[src/rtl/mc_pkg.sv]
// rtl/mc_pkg.sv - state, opcode and mux-select encodings shared by the multicycle controller
package mc_pkg;

    localparam logic [3:0] S_FETCH    = 4'd0;
    localparam logic [3:0] S_DECODE   = 4'd1;
    localparam logic [3:0] S_MEMADR   = 4'd2;
    localparam logic [3:0] S_MEMREAD  = 4'd3;
    localparam logic [3:0] S_MEMWRITE = 4'd4;
    localparam logic [3:0] S_MEMWB    = 4'd5;
    localparam logic [3:0] S_EXECUTER = 4'd6;
    localparam logic [3:0] S_ALUWB    = 4'd7;
    localparam logic [3:0] S_BEQ      = 4'd8;
    localparam logic [3:0] S_EXECUTEI = 4'd9;

    typedef enum logic [3:0] {
        FETCH    = S_FETCH,
        DECODE   = S_DECODE,
        MEMADR   = S_MEMADR,
        MEMREAD  = S_MEMREAD,
        MEMWRITE = S_MEMWRITE,
        MEMWB    = S_MEMWB,
        EXECUTER = S_EXECUTER,
        ALUWB    = S_ALUWB,
        BEQ      = S_BEQ,
        EXECUTEI = S_EXECUTEI
    } state_t;

    localparam logic [6:0] OP_LW  = 7'b0000011;
    localparam logic [6:0] OP_SW  = 7'b0100011;
    localparam logic [6:0] OP_R   = 7'b0110011;
    localparam logic [6:0] OP_BEQ = 7'b1100011;
    localparam logic [6:0] OP_I   = 7'b0010011;

    localparam logic [1:0] RES_ALUOUT    = 2'b00;
    localparam logic [1:0] RES_DATA      = 2'b01;
    localparam logic [1:0] RES_ALURESULT = 2'b10;
    localparam logic [1:0] SRCA_PC       = 2'b00;
    localparam logic [1:0] SRCA_OLDPC    = 2'b01;
    localparam logic [1:0] SRCA_RD1      = 2'b10;
    localparam logic [1:0] SRCB_RD2      = 2'b00;
    localparam logic [1:0] SRCB_IMM      = 2'b01;
    localparam logic [1:0] SRCB_FOUR     = 2'b10;
    localparam logic [1:0] ALUOP_ADD     = 2'b00;
    localparam logic [1:0] ALUOP_SUB     = 2'b01;
    localparam logic [1:0] ALUOP_FUNCT   = 2'b10;
    localparam logic [1:0] IMM_I         = 2'b00;
    localparam logic [1:0] IMM_S         = 2'b01;
    localparam logic [1:0] IMM_B         = 2'b10;

    typedef struct packed {
        logic       mem_req;
        logic       adr_src;
        logic       mem_write;
        logic       reg_write;
        logic       fetch;
        logic       branch;
        logic [1:0] result_src;
        logic [1:0] alu_src_a;
        logic [1:0] alu_src_b;
        logic [1:0] alu_op;
    } ctrl_t;

    // Moore output table; fetch/branch are qualifiers later gated by mem_ready/Zero
    function automatic ctrl_t state_ctrl(input state_t s);
        ctrl_t c;
        c = '0;
        case (s)
            FETCH: begin
                c.mem_req    = 1'b1;
                c.fetch      = 1'b1;
                c.alu_src_a  = SRCA_PC;
                c.alu_src_b  = SRCB_FOUR;
                c.alu_op     = ALUOP_ADD;
                c.result_src = RES_ALURESULT;
            end
            DECODE: begin
                c.alu_src_a = SRCA_OLDPC;
                c.alu_src_b = SRCB_IMM;
            end
            MEMADR: begin
                c.alu_src_a = SRCA_RD1;
                c.alu_src_b = SRCB_IMM;
            end
            MEMREAD: begin
                c.mem_req = 1'b1;
                c.adr_src = 1'b1;
            end
            MEMWRITE: begin
                c.mem_req   = 1'b1;
                c.adr_src   = 1'b1;
                c.mem_write = 1'b1;
            end
            MEMWB: begin
                c.result_src = RES_DATA;
                c.reg_write  = 1'b1;
            end
            EXECUTER: begin
                c.alu_src_a = SRCA_RD1;
                c.alu_src_b = SRCB_RD2;
                c.alu_op    = ALUOP_FUNCT;
            end
            EXECUTEI: begin
                c.alu_src_a = SRCA_RD1;
                c.alu_src_b = SRCB_IMM;
                c.alu_op    = ALUOP_FUNCT;
            end
            ALUWB: c.reg_write = 1'b1;
            BEQ: begin
                c.alu_src_a = SRCA_RD1;
                c.alu_src_b = SRCB_RD2;
                c.alu_op    = ALUOP_SUB;
                c.branch    = 1'b1;
            end
            default: c = '0;
        endcase
        return c;
    endfunction

    function automatic logic [1:0] imm_sel(input logic [6:0] op);
        case (op)
            OP_SW:   return IMM_S;
            OP_BEQ:  return IMM_B;
            default: return IMM_I;
        endcase
    endfunction

endpackage

[src/rtl/mc_imm_decoder.sv]
// rtl/mc_imm_decoder.sv - opcode to immediate-format select, independent of FSM state
module mc_imm_decoder
    import mc_pkg::*;
(
    input  logic [6:0] op,
    output logic [1:0] imm_src
);

    assign imm_src = imm_sel(op);

endmodule

[src/rtl/multicycle_controller.sv]
// rtl/multicycle_controller.sv - multicycle RV32 control FSM with memory handshake and timeout
// Define MC_ITYPE_EN to accept I-type ALU instructions (op 0010011).
module multicycle_controller
    import mc_pkg::*;
#(
    parameter int MEM_TIMEOUT = 16
) (
    input  logic       clk,
    input  logic       reset,
    input  logic [6:0] op,
    input  logic       Zero,
    input  logic       mem_ready,
    output logic       mem_req,
    output logic       PCWrite,
    output logic       AdrSrc,
    output logic       MemWrite,
    output logic       IRWrite,
    output logic       RegWrite,
    output logic [1:0] ResultSrc,
    output logic [1:0] ALUSrcA,
    output logic [1:0] ALUSrcB,
    output logic [1:0] ALUOp,
    output logic [1:0] ImmSrc,
    output logic       illegal_op,
    output logic       mem_timeout
);

    state_t     state;
    state_t     state_n;
    ctrl_t      ctrl;
    logic [7:0] wait_cnt;
    logic       mem_done;
    logic       mem_abort;

    // Handshake only counts while the registered request is up, so a stray mem_ready is ignored
    assign mem_done  = ctrl.mem_req & mem_ready;
    assign mem_abort = ctrl.mem_req & ~mem_ready & (wait_cnt == 8'(MEM_TIMEOUT - 1));

    always_comb begin
        state_n = state;
        case (state)
            FETCH: begin
                if (mem_done) state_n = DECODE;
            end
            DECODE: begin
                case (op)
                    OP_LW, OP_SW: state_n = MEMADR;
                    OP_R:         state_n = EXECUTER;
                    OP_BEQ:       state_n = BEQ;
`ifdef MC_ITYPE_EN
                    OP_I:         state_n = EXECUTEI;
`endif
                    default:      state_n = FETCH;
                endcase
            end
            MEMADR:   state_n = (op == OP_SW) ? MEMWRITE : MEMREAD;
            MEMREAD: begin
                if (mem_done)       state_n = MEMWB;
                else if (mem_abort) state_n = FETCH;
            end
            MEMWRITE: begin
                if (mem_done || mem_abort) state_n = FETCH;
            end
            EXECUTER, EXECUTEI: state_n = ALUWB;
            default:            state_n = FETCH;
        endcase
    end

    // Outputs are registered from the next state so reset forces every enable low
    always_ff @(posedge clk or posedge reset) begin
        if (reset) begin
            state    <= FETCH;
            ctrl     <= '0;
            wait_cnt <= '0;
        end else begin
            state <= state_n;
            ctrl  <= state_ctrl(state_n);
            if (state_n != state || mem_abort)
                wait_cnt <= '0;
            else if (ctrl.mem_req && !mem_ready)
                wait_cnt <= wait_cnt + 8'd1;
        end
    end

    assign mem_req     = ctrl.mem_req;
    assign AdrSrc      = ctrl.adr_src;
    assign MemWrite    = ctrl.mem_write;
    assign RegWrite    = ctrl.reg_write;
    assign ResultSrc   = ctrl.result_src;
    assign ALUSrcA     = ctrl.alu_src_a;
    assign ALUSrcB     = ctrl.alu_src_b;
    assign ALUOp       = ctrl.alu_op;
    assign IRWrite     = ctrl.fetch & mem_done;
    assign PCWrite     = (ctrl.fetch & mem_done) | (ctrl.branch & Zero);
    assign illegal_op  = (state == DECODE) && (state_n == FETCH);
    assign mem_timeout = mem_abort;

    mc_imm_decoder u_imm_decoder (
        .op      (op),
        .imm_src (ImmSrc)
    );

endmodule

[config.mk]
export PLATFORM = sky130hd
export DESIGN_NAME = multicycle_controller
export DESIGN_NICKNAME = d
export VERILOG_FILES = /design/src/rtl/mc_pkg.sv /design/src/rtl/mc_imm_decoder.sv /design/src/rtl/multicycle_controller.sv
export SDC_FILE = /design/constraint.sdc
export NUM_CORES = 1
export LEC_CHECK = 0
export ABC_CLOCK_PERIOD_IN_PS = 5250
export BUFFER_PORTS_ARGS = -buffer_cell sky130_fd_sc_hd__clkbuf_2
export CAP_MARGIN = 20
export CELL_PAD_IN_SITES_DETAIL_PLACEMENT = 1
export CELL_PAD_IN_SITES_GLOBAL_PLACEMENT = 1
export CORE_ASPECT_RATIO = 1.5
export CORE_MARGIN = 2
export CORE_UTILIZATION = 40
export CTS_CLUSTER_SIZE = 28
export DETAILED_ROUTE_END_ITERATION = 7
export GPL_ROUTABILITY_DRIVEN = 0
export GPL_TIMING_DRIVEN = 0
export HOLD_SLACK_MARGIN = 0.08
export MAX_ROUTING_LAYER = met4
export PLACE_DENSITY_LB_ADDON = 0.1
export SYNTH_ARGS = -nofsm -noshare
export SYNTH_HDL_FRONTEND = slang
export SYNTH_HIERARCHICAL = 1
export SYNTH_SLANG_ARGS = --single-unit
export TNS_END_PERCENT = 1
[constraint.sdc]
create_clock -name clk -period 5.25 [get_ports clk]
set_input_delay 0.525 -clock clk [delete_from_list [all_inputs] [get_ports clk]]
set_output_delay 0.525 -clock clk [all_outputs]
set_load 0.02 [all_outputs]
==> summary.txt <==
ANT cells -> 0
Worst R2R Path Depth -> 6
Num CTS Buffers -> 3
Starting Density -> 41.5%
Port bufs -> 28
Die height -> 76.6 um
# rows -> 26
Initial antenna violation count -> 0
Synthesized area -> 0.00140 mm2
Synth top area share -> 42.8%
First-pass GRT wire length -> 6.40 mm
Synth area leaders -> dfrtp_1 43%, o311ai_4 3.7%, nor3_1 3.6%
P&R area growth vs syn -> 18.8%
Setup crit end kind -> primary output
Final Hold Vio Count -> 0
Post-DP HPWL -> 2.89 mm
Static leakage -> 0.782 nW
Pins Over Slew Limit -> 0
Commonest cells after routing, fill and taps aside -> 28 x clkbuf_2, 24 x dfrtp_1, 12 x nand2_1
Post-route setup TNS -> 0 ns
FILL cells -> 404
Sequential share of power -> 35.1%
Sw frac -> 40.2%
Reg area -> 601 um2
Critical path startpoint category -> input port
Setup Skew -> 0.00737 ns
Worst hold path class -> in2async
Crit path launch -> op[2]
Ys async rst share -> 100%
Clk pwr share -> 22.9%
Post-synthesis sequential area ratio -> 42.8%
Mean Syn Cell Area -> 10.2 um2
Worst-path fanout max -> 8
CP Data Required Time -> 4.72 ns
Arrival time worst endpoint -> 2.59 ns
Share of cells above drive strength 1 -> 26.5%
Setup CP Type -> in2out
Status -> completed
Cells after synthesis -> 138
# resized after CTS -> 0
H-tree Lvls -> 1
Finish-stage setup viols -> 0
Iteration-0 DRC count of the detailed router -> 28
Max frequency -> 321 MHz
Internal -> 0.428 mW
Worst vdd rail ir drop -> 0.201 mV
Vias per cell -> 5.68
RR Startpoint -> wait_cnt[6]
Yosys reg bits -> 24
Worst Tran Pin Value -> 0.888 ns
Power density over the cells -> 429 mW/mm2
# Post-CTS Setup Buffers -> 0
Area taken by multi-input logic gates -> 751 um2
Tcrit/Tclk final -> 59.4%
WL/cell -> 17.7 um
EDFF count, synth -> 0
TritonCTS clock tree -> done
Dominant cell type by area after synthesis -> dfrtp_1
Synth warnings -> 6
Register-to-register setup slack -> 2.97 ns
Ys flop type -> dfrtp_1
Pre-antenna DRT Iters -> 4
RSZ-0062 raised after global routing -> no
Max Cap Viol -> 0
Drc violations -> 0
Skew-Pair Late Insertion Delay -> 0.27 ns
Syn nets -> 150
Worst R2R End -> wait_cnt[7]
Vias in the first global route -> 1297
Hold_buf cts -> 0
Root buf cell -> clkbuf_8
Post-DRT Antenna Nets -> 0
Most common cell after layout, fill and taps aside -> clkbuf_2
# clock sinks -> 24
Vias -> 1204
I/O pins -> 29
Fin Hold WS -> 0.414 ns
GRT overflow -> 0
Largest net degree at the start of global routing -> 25
Final wirelength -> 3.76 mm
Slew Limit Headroom -> 40.7%
Core area -> 0.00338 mm2
Part of the power in combinational logic -> 42.0%
GRT Util Overall -> 21.6%
Die Width -> 52.4 um
Minimum clock period -> 3.12 ns
Final net count -> 183
Net Sw Power -> 0.288 mW
Worst-path clk slew -> 0.09 ns
Max Root-Sink Buffers -> 2
Die area -> 0.00401 mm2
Synth cell types -> 47
==> cells in the mapped netlist (2+ instances only) <==
library cell / n
buf_2: 3
inv_1: 6
dfrtp_1: 24
nand3b_1: 3
xor2_1: 2
nor2_1: 7
xnor2_1: 5
nand3_1: 2
nand4_1: 3
nor3_1: 10
o21ai_0: 3
nor4_1: 3
nor2b_1: 2
and3b_1: 2
mux2i_1: 2
nor3b_1: 2
or4_1: 2
and2_1: 2
o311ai_4: 2
nor4bb_1: 2
a21oi_1: 2
and3_1: 4
nand2_1: 12
o31ai_1: 4
clkbuf_1: 4
nand2b_1: 4
==> worst max path at each step <==
| stage | end | slack (ns) | cells past startpoint |
|---|---|---|---|
| floorplan | illegal_op | 2.45 | 6 |
| global placement | illegal_op | 2.21 | 8 |
| detailed placement | illegal_op | 2.13 | 8 |
| CTS | illegal_op | 2.12 | 8 |
| global route | illegal_op | 1.97 | 8 |
| finish | illegal_op | 2.13 | 8 |
==> cell families after synthesis <==
logic type,Yosys count,synth area share (%)
simple gates,69,31.7
xor+xnor,7,4.37
flops,24,42.8
fa+ha+maj,1,0.891
compound gates,22,15.1
mux,2,1.43
buf+inv,13,3.74
==> critical path, stage by stage <==
cell	delay [ns]
clkbuf_2	0.10
nand4bb_1	0.20
clkbuf_1	0.21
or4_1	0.49
a31oi_1	0.38
nand4_1	0.29
nor3_1	0.20
clkbuf_2	0.20
==> power groups by stage <==
stage	registers [mW]	clock network (mW)	logic, mW
after CTS	0.251	0.165	0.303
after global placement	0.250	0	0.289
after detailed placement	0.254	0	0.300
final	0.251	0.164	0.301
after global routing	0.257	0.174	0.329
after floorplan	0.269	0	0.187
==> registers in the layout, summed over array words and instances (netlist names) <==
register and flops:
ALUSrcA 2, state 4, ALUSrcB 2, wait_cnt 8
ALUOp 1, ResultSrc 2, MemWrite 1, RegWrite 1
ctrl 1, AdrSrc 1, mem_req 1
==> per-layer routing <==
metal | GRT usage (%) | up-vias | wire length, um
met5 | - | - | 0
met2 | 39.1 | 11 | 2210
met1 | 24.3 | 616 | 1450
li1 | - | 572 | -
met4 | 6.15 | 0 | 39
met3 | 1.76 | 5 | 63
==> metrics by stage <==
stage | util (%) | std cells | worst slack, ns | total power [mW] | area (um2)
finish | 49.3 | 212 | 2.13 | 0.715 | 1670
global route | 49.3 | 212 | 1.97 | 0.760 | 1670
CTS | 49.3 | 212 | 2.12 | 0.720 | 1670
detailed placement | 47.2 | 208 | 2.13 | 0.553 | 1600
global placement | 47.2 | 208 | 2.21 | 0.539 | 1600
floorplan | - | 138 | 2.45 | 0.456 | 1400
==> area by class of cell <==
type                            count  area share (%)
Buffer                              7            1.80
Clock buffer                        3            2.48
Clock inverter                      1            1.80
Inverter                            6            1.35
Multi-Input combinational cell    101            45.0
Sequential cell                    24            36.0
Tap cell                           42            3.15
Timing Repair Buffer               28            8.40
No activity file was read; power rests on OpenSTA's default activity.
